--- config.mk ---
export PLATFORM = sky130hd
export DESIGN_NAME = add_round_key_stream_flat
export DESIGN_NICKNAME = d
export VERILOG_FILES = /design/src/rtl/add_round_key_stream_if.sv /design/src/rtl/add_round_key_stream.sv /design/src/flat_wrapper.sv
export SDC_FILE = /design/constraint.sdc
export NUM_CORES = 1
export LEC_CHECK = 0
export CORE_MARGIN = 2
export CORE_UTILIZATION = 30
export CTS_CLUSTER_DIAMETER = 200
export DETAILED_ROUTE_END_ITERATION = 8
export PLACE_DENSITY_LB_ADDON = 0.15
export RECOVER_POWER = 25
export SYNTH_ARGS = -nofsm -noshare
export SYNTH_HDL_FRONTEND = slang
export SYNTH_SLANG_ARGS = --single-unit
--- constraint.sdc ---
create_clock -name sys_clk -period 2.4 [get_ports sys_clk]
set_input_delay 0.48 -clock sys_clk [delete_from_list [all_inputs] [get_ports sys_clk]]
set_output_delay 0.48 -clock sys_clk [all_outputs]
set_load 0.005 [all_outputs]
--- src/rtl/add_round_key_stream_if.sv ---
// Handshake bundle for the AddRoundKey stream stage: text, key and result streams plus status.
interface add_round_key_stream_if #(
  parameter int NBYTES = 16,
  parameter int BYTEW  = 8,
  parameter int CNT_W  = 8
);
  logic [NBYTES*BYTEW-1:0] text_in, key_in, data_out;
  logic                    text_valid, text_ready;
  logic                    key_valid, key_ready;
  logic                    out_valid, out_ready;
  logic                    key_loaded;
  logic [CNT_W-1:0]        blk_cnt;

  modport master (
    output text_in, text_valid, key_in, key_valid, out_ready,
    input  text_ready, key_ready, data_out, out_valid, key_loaded, blk_cnt
  );
  modport slave (
    input  text_in, text_valid, key_in, key_valid, out_ready,
    output text_ready, key_ready, data_out, out_valid, key_loaded, blk_cnt
  );
endinterface

--- src/rtl/add_round_key_stream.sv ---
// AddRoundKey stage: per-byte XOR of a state block with the held round key, results
// queued in a 2-entry output buffer whose head drives data_out.
module ark_lane #(
  parameter int BYTEW = 8
) (
  input  logic [BYTEW-1:0] txt_i,
  input  logic [BYTEW-1:0] key_i,
  output logic [BYTEW-1:0] res_o
);
  assign res_o = txt_i ^ key_i;
endmodule

module add_round_key_stream #(
  parameter int NBYTES   = 16,
  parameter int BYTEW    = 8,
  parameter int KEY_HOLD = 1,
  parameter int CNT_W    = 8
) (
  input logic                   sys_clk,
  input logic                   sys_rst_n,
  add_round_key_stream_if.slave bus
);
  logic [NBYTES-1:0][BYTEW-1:0] key_q, key_d;
  logic [NBYTES-1:0][BYTEW-1:0] head_q, head_d, tail_q, tail_d;
  logic [NBYTES-1:0][BYTEW-1:0] txt, xored;
  logic                         key_loaded_q, key_loaded_d;
  logic [1:0]                   cnt_q, cnt_d;
  logic [CNT_W-1:0]             blk_cnt_q, blk_cnt_d;
  logic                         text_fire, key_fire, pop;

  assign txt = bus.text_in;

  for (genvar g = 0; g < NBYTES; g++) begin : g_lane
    ark_lane #(.BYTEW(BYTEW)) u_lane (
      .txt_i (txt[g]),
      .key_i (key_q[g]),
      .res_o (xored[g])
    );
  end

  // text_ready depends only on registered state, so no path from out_ready
  assign bus.text_ready = key_loaded_q && (cnt_q != 2'd2);
  assign bus.key_ready  = (KEY_HOLD != 0) ? 1'b1 : (!key_loaded_q || text_fire);
  assign text_fire      = bus.text_valid && bus.text_ready;
  assign key_fire       = bus.key_valid && bus.key_ready;
  assign pop            = bus.out_valid && bus.out_ready;

  assign bus.out_valid  = (cnt_q != 2'd0);
  assign bus.data_out   = head_q;
  assign bus.key_loaded = key_loaded_q;
  assign bus.blk_cnt    = blk_cnt_q;

  always_comb begin
    key_d        = key_q;
    key_loaded_d = key_loaded_q;
    if (key_fire) begin
      key_d        = bus.key_in;
      key_loaded_d = 1'b1;
    end else if (KEY_HOLD == 0 && text_fire) begin
      key_loaded_d = 1'b0;
    end

    // Shift-style FIFO: head is always entry 0; a pop to empty leaves head untouched
    head_d = head_q;
    tail_d = tail_q;
    cnt_d  = cnt_q;
    case ({text_fire, pop})
      2'b10: begin
        if (cnt_q == 2'd0) head_d = xored;
        else               tail_d = xored;
        cnt_d = cnt_q + 2'd1;
      end
      2'b01: begin
        if (cnt_q == 2'd2) head_d = tail_q;
        cnt_d = cnt_q - 2'd1;
      end
      2'b11: begin
        if (cnt_q == 2'd2) begin
          head_d = tail_q;
          tail_d = xored;
        end else begin
          head_d = xored;
        end
      end
      default: ;
    endcase

    blk_cnt_d = blk_cnt_q + CNT_W'(pop);
  end

  always_ff @(posedge sys_clk or negedge sys_rst_n) begin
    if (!sys_rst_n) begin
      key_q        <= '0;
      key_loaded_q <= 1'b0;
      head_q       <= '0;
      tail_q       <= '0;
      cnt_q        <= 2'd0;
      blk_cnt_q    <= '0;
    end else begin
      key_q        <= key_d;
      key_loaded_q <= key_loaded_d;
      head_q       <= head_d;
      tail_q       <= tail_d;
      cnt_q        <= cnt_d;
      blk_cnt_q    <= blk_cnt_d;
    end
  end
endmodule

--- src/flat_wrapper.sv ---
// flat-port wrapper written by rule: the top's interface ports become plain ports
module add_round_key_stream_flat 
#(
  parameter int NBYTES   = 16,
  parameter int BYTEW    = 8,
  parameter int KEY_HOLD = 1,
  parameter int CNT_W    = 8
)
  (sys_clk, sys_rst_n, bus_text_in, bus_text_valid, bus_key_in, bus_key_valid, bus_out_ready, bus_text_ready, bus_key_ready, bus_data_out, bus_out_valid, bus_key_loaded, bus_blk_cnt);
  add_round_key_stream_if #(.NBYTES(NBYTES), .BYTEW(BYTEW), .CNT_W(CNT_W)) bus_i ();
  input logic sys_clk;
  input logic sys_rst_n;
  input wire logic [$bits(bus_i.text_in)-1:0] bus_text_in;
  input wire logic [$bits(bus_i.text_valid)-1:0] bus_text_valid;
  input wire logic [$bits(bus_i.key_in)-1:0] bus_key_in;
  input wire logic [$bits(bus_i.key_valid)-1:0] bus_key_valid;
  input wire logic [$bits(bus_i.out_ready)-1:0] bus_out_ready;
  output wire logic [$bits(bus_i.text_ready)-1:0] bus_text_ready;
  output wire logic [$bits(bus_i.key_ready)-1:0] bus_key_ready;
  output wire logic [$bits(bus_i.data_out)-1:0] bus_data_out;
  output wire logic [$bits(bus_i.out_valid)-1:0] bus_out_valid;
  output wire logic [$bits(bus_i.key_loaded)-1:0] bus_key_loaded;
  output wire logic [$bits(bus_i.blk_cnt)-1:0] bus_blk_cnt;
  assign bus_i.text_in = bus_text_in;
  assign bus_i.text_valid = bus_text_valid;
  assign bus_i.key_in = bus_key_in;
  assign bus_i.key_valid = bus_key_valid;
  assign bus_i.out_ready = bus_out_ready;
  assign bus_text_ready = bus_i.text_ready;
  assign bus_key_ready = bus_i.key_ready;
  assign bus_data_out = bus_i.data_out;
  assign bus_out_valid = bus_i.out_valid;
  assign bus_key_loaded = bus_i.key_loaded;
  assign bus_blk_cnt = bus_i.blk_cnt;
  add_round_key_stream #(.NBYTES(NBYTES), .BYTEW(BYTEW), .KEY_HOLD(KEY_HOLD), .CNT_W(CNT_W)) u_core (.sys_clk(sys_clk), .sys_rst_n(sys_rst_n), .bus(bus_i));
endmodule
---- Yosys cells after proc, flatten, opt, wreduce, memory -nomap -nowiden ----
Cells that the tools add are included.
word-level totals
  register bits ........................... 395
  bits in latches ......................... 0
  bits in writable memories ............... 0
  bits in read-only memories .............. 0
  output and inout bits ................... 140
  word-level logic and storage cells ...... 97
  memories ................................ 0
operators by class
  $add $sub $neg .......................... 3
  $mul .................................... 0
  divide/modulo/power cells ............... 0
  order comparisons ....................... 0
  equal/unequal tests ..................... 9
  shifts and indexed selects .............. 0
  mux-type cells .......................... 8
  bitwise logic cells ..................... 16
  reductions and logical operators ........ 10
operator list
  operator                                             number
  2-to-1 mux 128 bit                                   5
  one-hot mux 128 bit (3 select lines)                 1
  one-hot mux 128 bit (2 select lines)                 1
  XOR 8 bit                                            16
  adder 8 x 1 -> 8 bit                                 1
  equality test 2 bit, second input constant           3
  != test 2 x 1 -> 1 bit, second input constant        3
  AND reduction 3 bit                                  2
  nonzero test 2 bit                                   3
  != test 2 bit, second input constant                 2
  one-hot mux 2 bit (2 select lines)                   1
  logical AND 1 bit                                    3
  nonzero test 3 bit                                   1
  adder 2 x 1 -> 2 bit, second input constant          1
  equality test 2 x 1 -> 1 bit, second input constant  1
  zero test 2 bit                                      1
  subtractor 2 x 1 -> 2 bit, second input constant     1

---- Longest topological paths before layout ----
  depth after elaboration ................. 6
  gate-level depth with buffers ........... 12
  gate-level depth less buffers ........... 9

---- Hierarchy ----
From an unflattened synthesis, not the netlist that was laid out.
unflattened totals
  cells, all modules ...................... 1148
  area, all modules ....................... 18240.0 µm²
modules (own cells, without submodules)
  module                times used  cells an instance  area an instance (µm²)  sequential area each (µm²)
  add_round_key_stream  1           1020               17118.9                 9884.5
  ark_lane              16          8                  70.1                    0.0

---- Worst setup path before layout ----
No wires, ideal clock.
  path kind ............................... reg2reg
  start point ............................. register u_core.cnt_q[0]
  end point ............................... register u_core.head_q, in the netlist u_core.bus.data_out[126]
  library setup time ...................... 0.125 ns
  data arrival time ....................... 2.211 ns
  path slack .............................. 0.064 ns
  stages on the path, launching flop included .. 13
  path buffers ............................ 3
  period minus slack after synthesis ...... 2.336 ns
  cell sequence ........................... dfrtp_1 > buf_6 > nand2b_4 > and2_1 > nand2_1 > inv_1 > ha_1 > nand2b_1 > a21bo_2 > buf_6 > buf_6 > a22o_1 > mux2_4
between the ends
  word-level cells in the longest chain between the ends .. 6
  elaborated cells between the ends (all ways) .. 16
  classes of those cells .................. eq/ne (7); mux (2); reduce/logical (7)
ends and longest elaborated chain
  what                                                                                  line                         text
  start: declaration                                                                    add_round_key_stream.sv:27   logic [1:0] cnt_q, cnt_d;
  start signal: assignment                                                              add_round_key_stream.sv:104  cnt_q <= cnt_d;
  != test 2 bit *                                                                       add_round_key_stream.sv:42   assign bus.text_ready = key_loaded_q && (cnt_q != 2'd2);
  logical AND 1 bit *                                                                   add_round_key_stream.sv:42
  named net bus_text_ready                                                              flat_wrapper.sv:18           output wire logic [$bits(bus_i.text_ready)-1:0] bus_text_ready;
  logical AND 1 bit *                                                                   add_round_key_stream.sv:44   assign text_fire = bus.text_valid && bus.text_ready;
  equality test 2 x 1 -> 1 bit / equality test 2 bit (equally long branches)            add_round_key_stream.sv:67   case ({text_fire, pop})
  != test 2 x 1 -> 1 bit (no source line) / nonzero test 3 bit (equally long branches)  -
  AND reduction 3 bit (no source line)                                                  -
  end signal: assignment                                                                add_round_key_stream.sv:95   head_q <= '0;
  end signal: assignment                                                                add_round_key_stream.sv:102  head_q <= head_d;
  end: declaration                                                                      add_round_key_stream.sv:24   logic [NBYTES-1:0][BYTEW-1:0] head_q, head_d, tail_q, tail_d;
Mark *: on every way through the listed nets, which the timed path passes. The rest lies on a longest branch.
A chain may end at the register's enable or synchronous reset.

---- Worst setup path in the final report ----
  start point ............................. register u_core.cnt_q[0]
  end point ............................... register u_core.head_q, in the netlist u_core.bus.data_out[31]
between the ends
  word-level cells in the longest chain between the ends .. 6
  elaborated cells between the ends (all ways) .. 16
  classes of those cells .................. eq/ne (7); mux (2); reduce/logical (7)
ends and longest elaborated chain
  what                                                                                  line
  != test 2 bit                                                                         add_round_key_stream.sv:42
  logical AND 1 bit                                                                     add_round_key_stream.sv:42
  logical AND 1 bit                                                                     add_round_key_stream.sv:44
  equality test 2 x 1 -> 1 bit / equality test 2 bit (equally long branches)            add_round_key_stream.sv:67
  != test 2 x 1 -> 1 bit (no source line) / nonzero test 3 bit (equally long branches)  -
  AND reduction 3 bit (no source line)                                                  -
Parallel ways exist; a longest one is shown, timed or not.

==> results_dict.tcl <==
set metrics [dict create \
    dp_cells 2331 \
    fp.coreArea_um2 57480 \
    wl_um 46660 \
    worst_clock_skew_ps 9.127 \
    start_util 0.3022 \
    syn2layout_area_growth_pct 41.40 \
    grt_start_max_net_pins 56 \
    grt_usage 0.1520 \
    endpoint_kind "flip-flop" \
    clk_latency_ps 560 \
    cp_data_arrival_time_ps 2790 \
    synth_flop_cell "dfrtp_1" \
    switchingPower_uw 8605 \
    clockBufferDepth 3 \
    grt.overflow.total 0 \
    wl_met1_um 20110 \
    syn_inst 1148 \
    hpwlAfterDp_um 32700 \
    r2r_end "u_core.bus.data_out[31]" \
    nNetsFinal 1889 \
    min_path_cells 1 \
    ys_seq_area_frac 0.5691 \
    ant_nets 0 \
    h-tree-depth 2 \
    worst_hold_path.endpoint "u_core.bus.blk_cnt[7]" \
    avgViaCountPerCell 4.545 \
    rrSetupSlack_ps 60 \
    die_width_um 244.6 \
    path_max_fanout 11 \
    die_h_um 244.6 \
    p_leak_uw 0.01053 \
    io_pins 401 \
    rsz0062_at_grt "true" \
    cts-root-buf "clkbuf_16" \
    portBuffers 399 \
    grt_pass1_vias 11820 \
    timing.final.max_slew_violations 30 \
    peakVddDrop_v 0.0005201 \
    critical_path_class "flip-flop to flip-flop" \
    status "finished, violations left" \
    avgSynthCellArea_um2 15.13 \
    wl_per_cell_um 19.26 \
    required_ps 2850 \
    async_reset_ff_frac 1.000 \
    syn_area_um2 17370 \
    cap_violations 1 \
    cts_sinks 395 \
    drt_pass1_iterations 4 \
    remaining_drc_errors 0 \
    pwr_density_cell_nw_per_um2 1185 \
    min_path_type "flip-flop to flip-flop" \
    hold_violations 0 \
    via_count 11010 \
    period_share 0.9748 \
    synth-seq-cells 395 \
    clockPowerShare 0.239 \
    switching_share 0.2957 \
    wl_met2_um 22290 \
    startpoint_type "flip-flop" \
    period_needed_ps 2340 \
    dr.max_layer_used "met5" \
    synth.distinct_cells 30 \
    fmaxAchievable_mhz 427.4 \
    worst_pin_slew_ps 1505 \
    slew_headroom -0.003362 \
    dieArea_um2 59840 \
    power_frac_comb 0.401 \
    wl_met3_um 3231 \
    power.total_uw 29110 \
    drtIter0Drc 441 \
    worst_hold_startpoint "u_core.bus.blk_cnt[7]" \
    violations "max-capacitance violations, max-slew violations" \
    clk_pin_slew_ps 60 \
    cts_buffers 47 \
    antenna_cells 0 \
    cp-startpoint "u_core.cnt_q[0]" \
    rr_worst_depth 11 \
    drive_gt1_frac 0.2135 \
    syn-num-nets 1414 \
    p_seq_frac 0.360 \
    antenna_found_initial 6 \
    setup_viol 0 \
    gp_congestion 0.7368 \
    p_int_uw 20500 \
    fin_cells 2423 \
    synth_edf_count 0 \
    rows 88 \
    r2r-start "u_core.cnt_q[0]" \
    ys_warn_count 0 \
    cts_tree "done" \
    grt_pass1_wl_um 70980 \
]
[layer usage]
metal | GRT usage | vias to the layer above
met3 | 0.04986 | 76
met5 | 0 | -
met4 | 0.03910 | 12
li1 | - | 5083
met1 | 0.1920 | 5586
met2 | 0.2505 | 255
[final cells by class]
cell class / instances / area [um^2]
sequential: 395 / 9884
tap: 765 / 957.2
inverter: 3 / 11.26
multi-input combinational: 679 / 7014
clock inverter: 10 / 60.06
timing repair buffer: 497 / 5172
fill: 5348 / 32920
clock buffer: 74 / 1460
[cell usage in the layout, fill, tap and decap left out, types with 14 or more instances in the layout]
cell / count
clkdlybuf4s50_1: 396
dfrtp_1: 395
mux2_1: 216
mux2_2: 148
xor2_1: 131
a22o_1: 128
buf_4: 54
clkbuf_16: 53
buf_12: 28
mux2_4: 20
clkbuf_8: 14
[flip-flops by register name, summed over array words and instances, names as in the netlist]
name and count:
u_core.tail_q 128, u_core.cnt_q 2, u_core.bus.key_loaded 1, u_core.bus.blk_cnt 8, u_core.key_q 128, u_core.bus.data_out 128
[cells by family after synthesis]
kind of cell,after synthesis,synth area share
other,1,0.0002159
AO/OA/AOI/OAI,134,0.06728
adder cells (fa/ha/maj),5,0.003602
multiplexers,384,0.2533
flip-flops,395,0.5691
AND/OR/NAND/NOR,17,0.005763
XOR/XNOR,137,0.06908
buffers and inverters,75,0.03170
[synthesized netlist by cell type, types with 2 or more instances]
cell type,instances,area (um^2)
nand2_1,3,11.26
xnor2_1,6,52.55
buf_4,15,112.6
mux2_4,20,300.3
xor2_1,131,1147
mux2_1,216,2432
ha_1,5,62.56
buf_6,25,281.5
nand2b_1,2,12.51
clkbuf_1,12,45.04
dfrtp_1,395,9884
nor2_1,2,7.510
buf_2,20,100.1
inv_1,3,11.26
mux2_2,148,1667
a22o_1,128,1121
or2_1,2,12.51
nand3_1,3,15.01
[power groups by stage]
stage          Clock, uW  Combinational (uW)  Sequential [uW]
2_1_floorplan          0                6020            10400
3_3_place_gp           0               11300            10500
3_5_place_dp           0               11500            10600
4_1_cts             7230               11500            10500
5_1_grt             7520               12600            10800
6_report            6960               11700            10500
[timing repair]
item                                   4_1_cts  5_1_grt
hold buffers                                 1        0
pin swaps                                    0        2
cloned                                       0        6
endpoints found under the hold margin       26        0
resized for setup                            1       16
setup buffers                                0        1
setup endpoints to repair                    1      128
[through the flow]
| step | instance area [um^2] | hold WS [ps] | utilization | worst slack, ps | setup TNS [ps] |
|---|---|---|---|---|---|
| CTS | 24440 | 370.6 | 0.4252 | 14.92 | 0 |
| floorplan | 17370 | 184.4 | - | 63.91 | 0 |
| global placement | 22910 | 394.6 | 0.3986 | -280.2 | -45960 |
| finish | 24560 | 467.3 | 0.4273 | 60.37 | 0 |
| global route | 24560 | 479.5 | 0.4273 | -52.44 | -2226 |
| detailed placement | 22910 | 399.7 | 0.3986 | -277.0 | -46710 |
[worst max-delay path, cell delays in order, from the launching register on]
cell and delay (ps):
dfrtp_1 370, buf_4 140, o21ai_2 160, inv_2 70
ha_2 200, nor2_2 120, a32oi_2 160, o21ai_4 190
buf_12 140, buf_16 150, buf_12 170, mux2_2 340
[worst max-delay path by stage]
stage | to | slack [ps] | cells past startpoint
finish | u_core.bus.data_out[31] | 60 | 11
CTS | u_core.bus.data_out[1] | 10 | 10
floorplan | u_core.bus.data_out[126] | 60 | 12
global route | u_core.bus.data_out[31] | -50 | 11
global placement | u_core.bus.data_out[6] | -280 | 9
detailed placement | u_core.bus.data_out[41] | -280 | 10
Note: power is estimated with default switching activity, not from simulation.
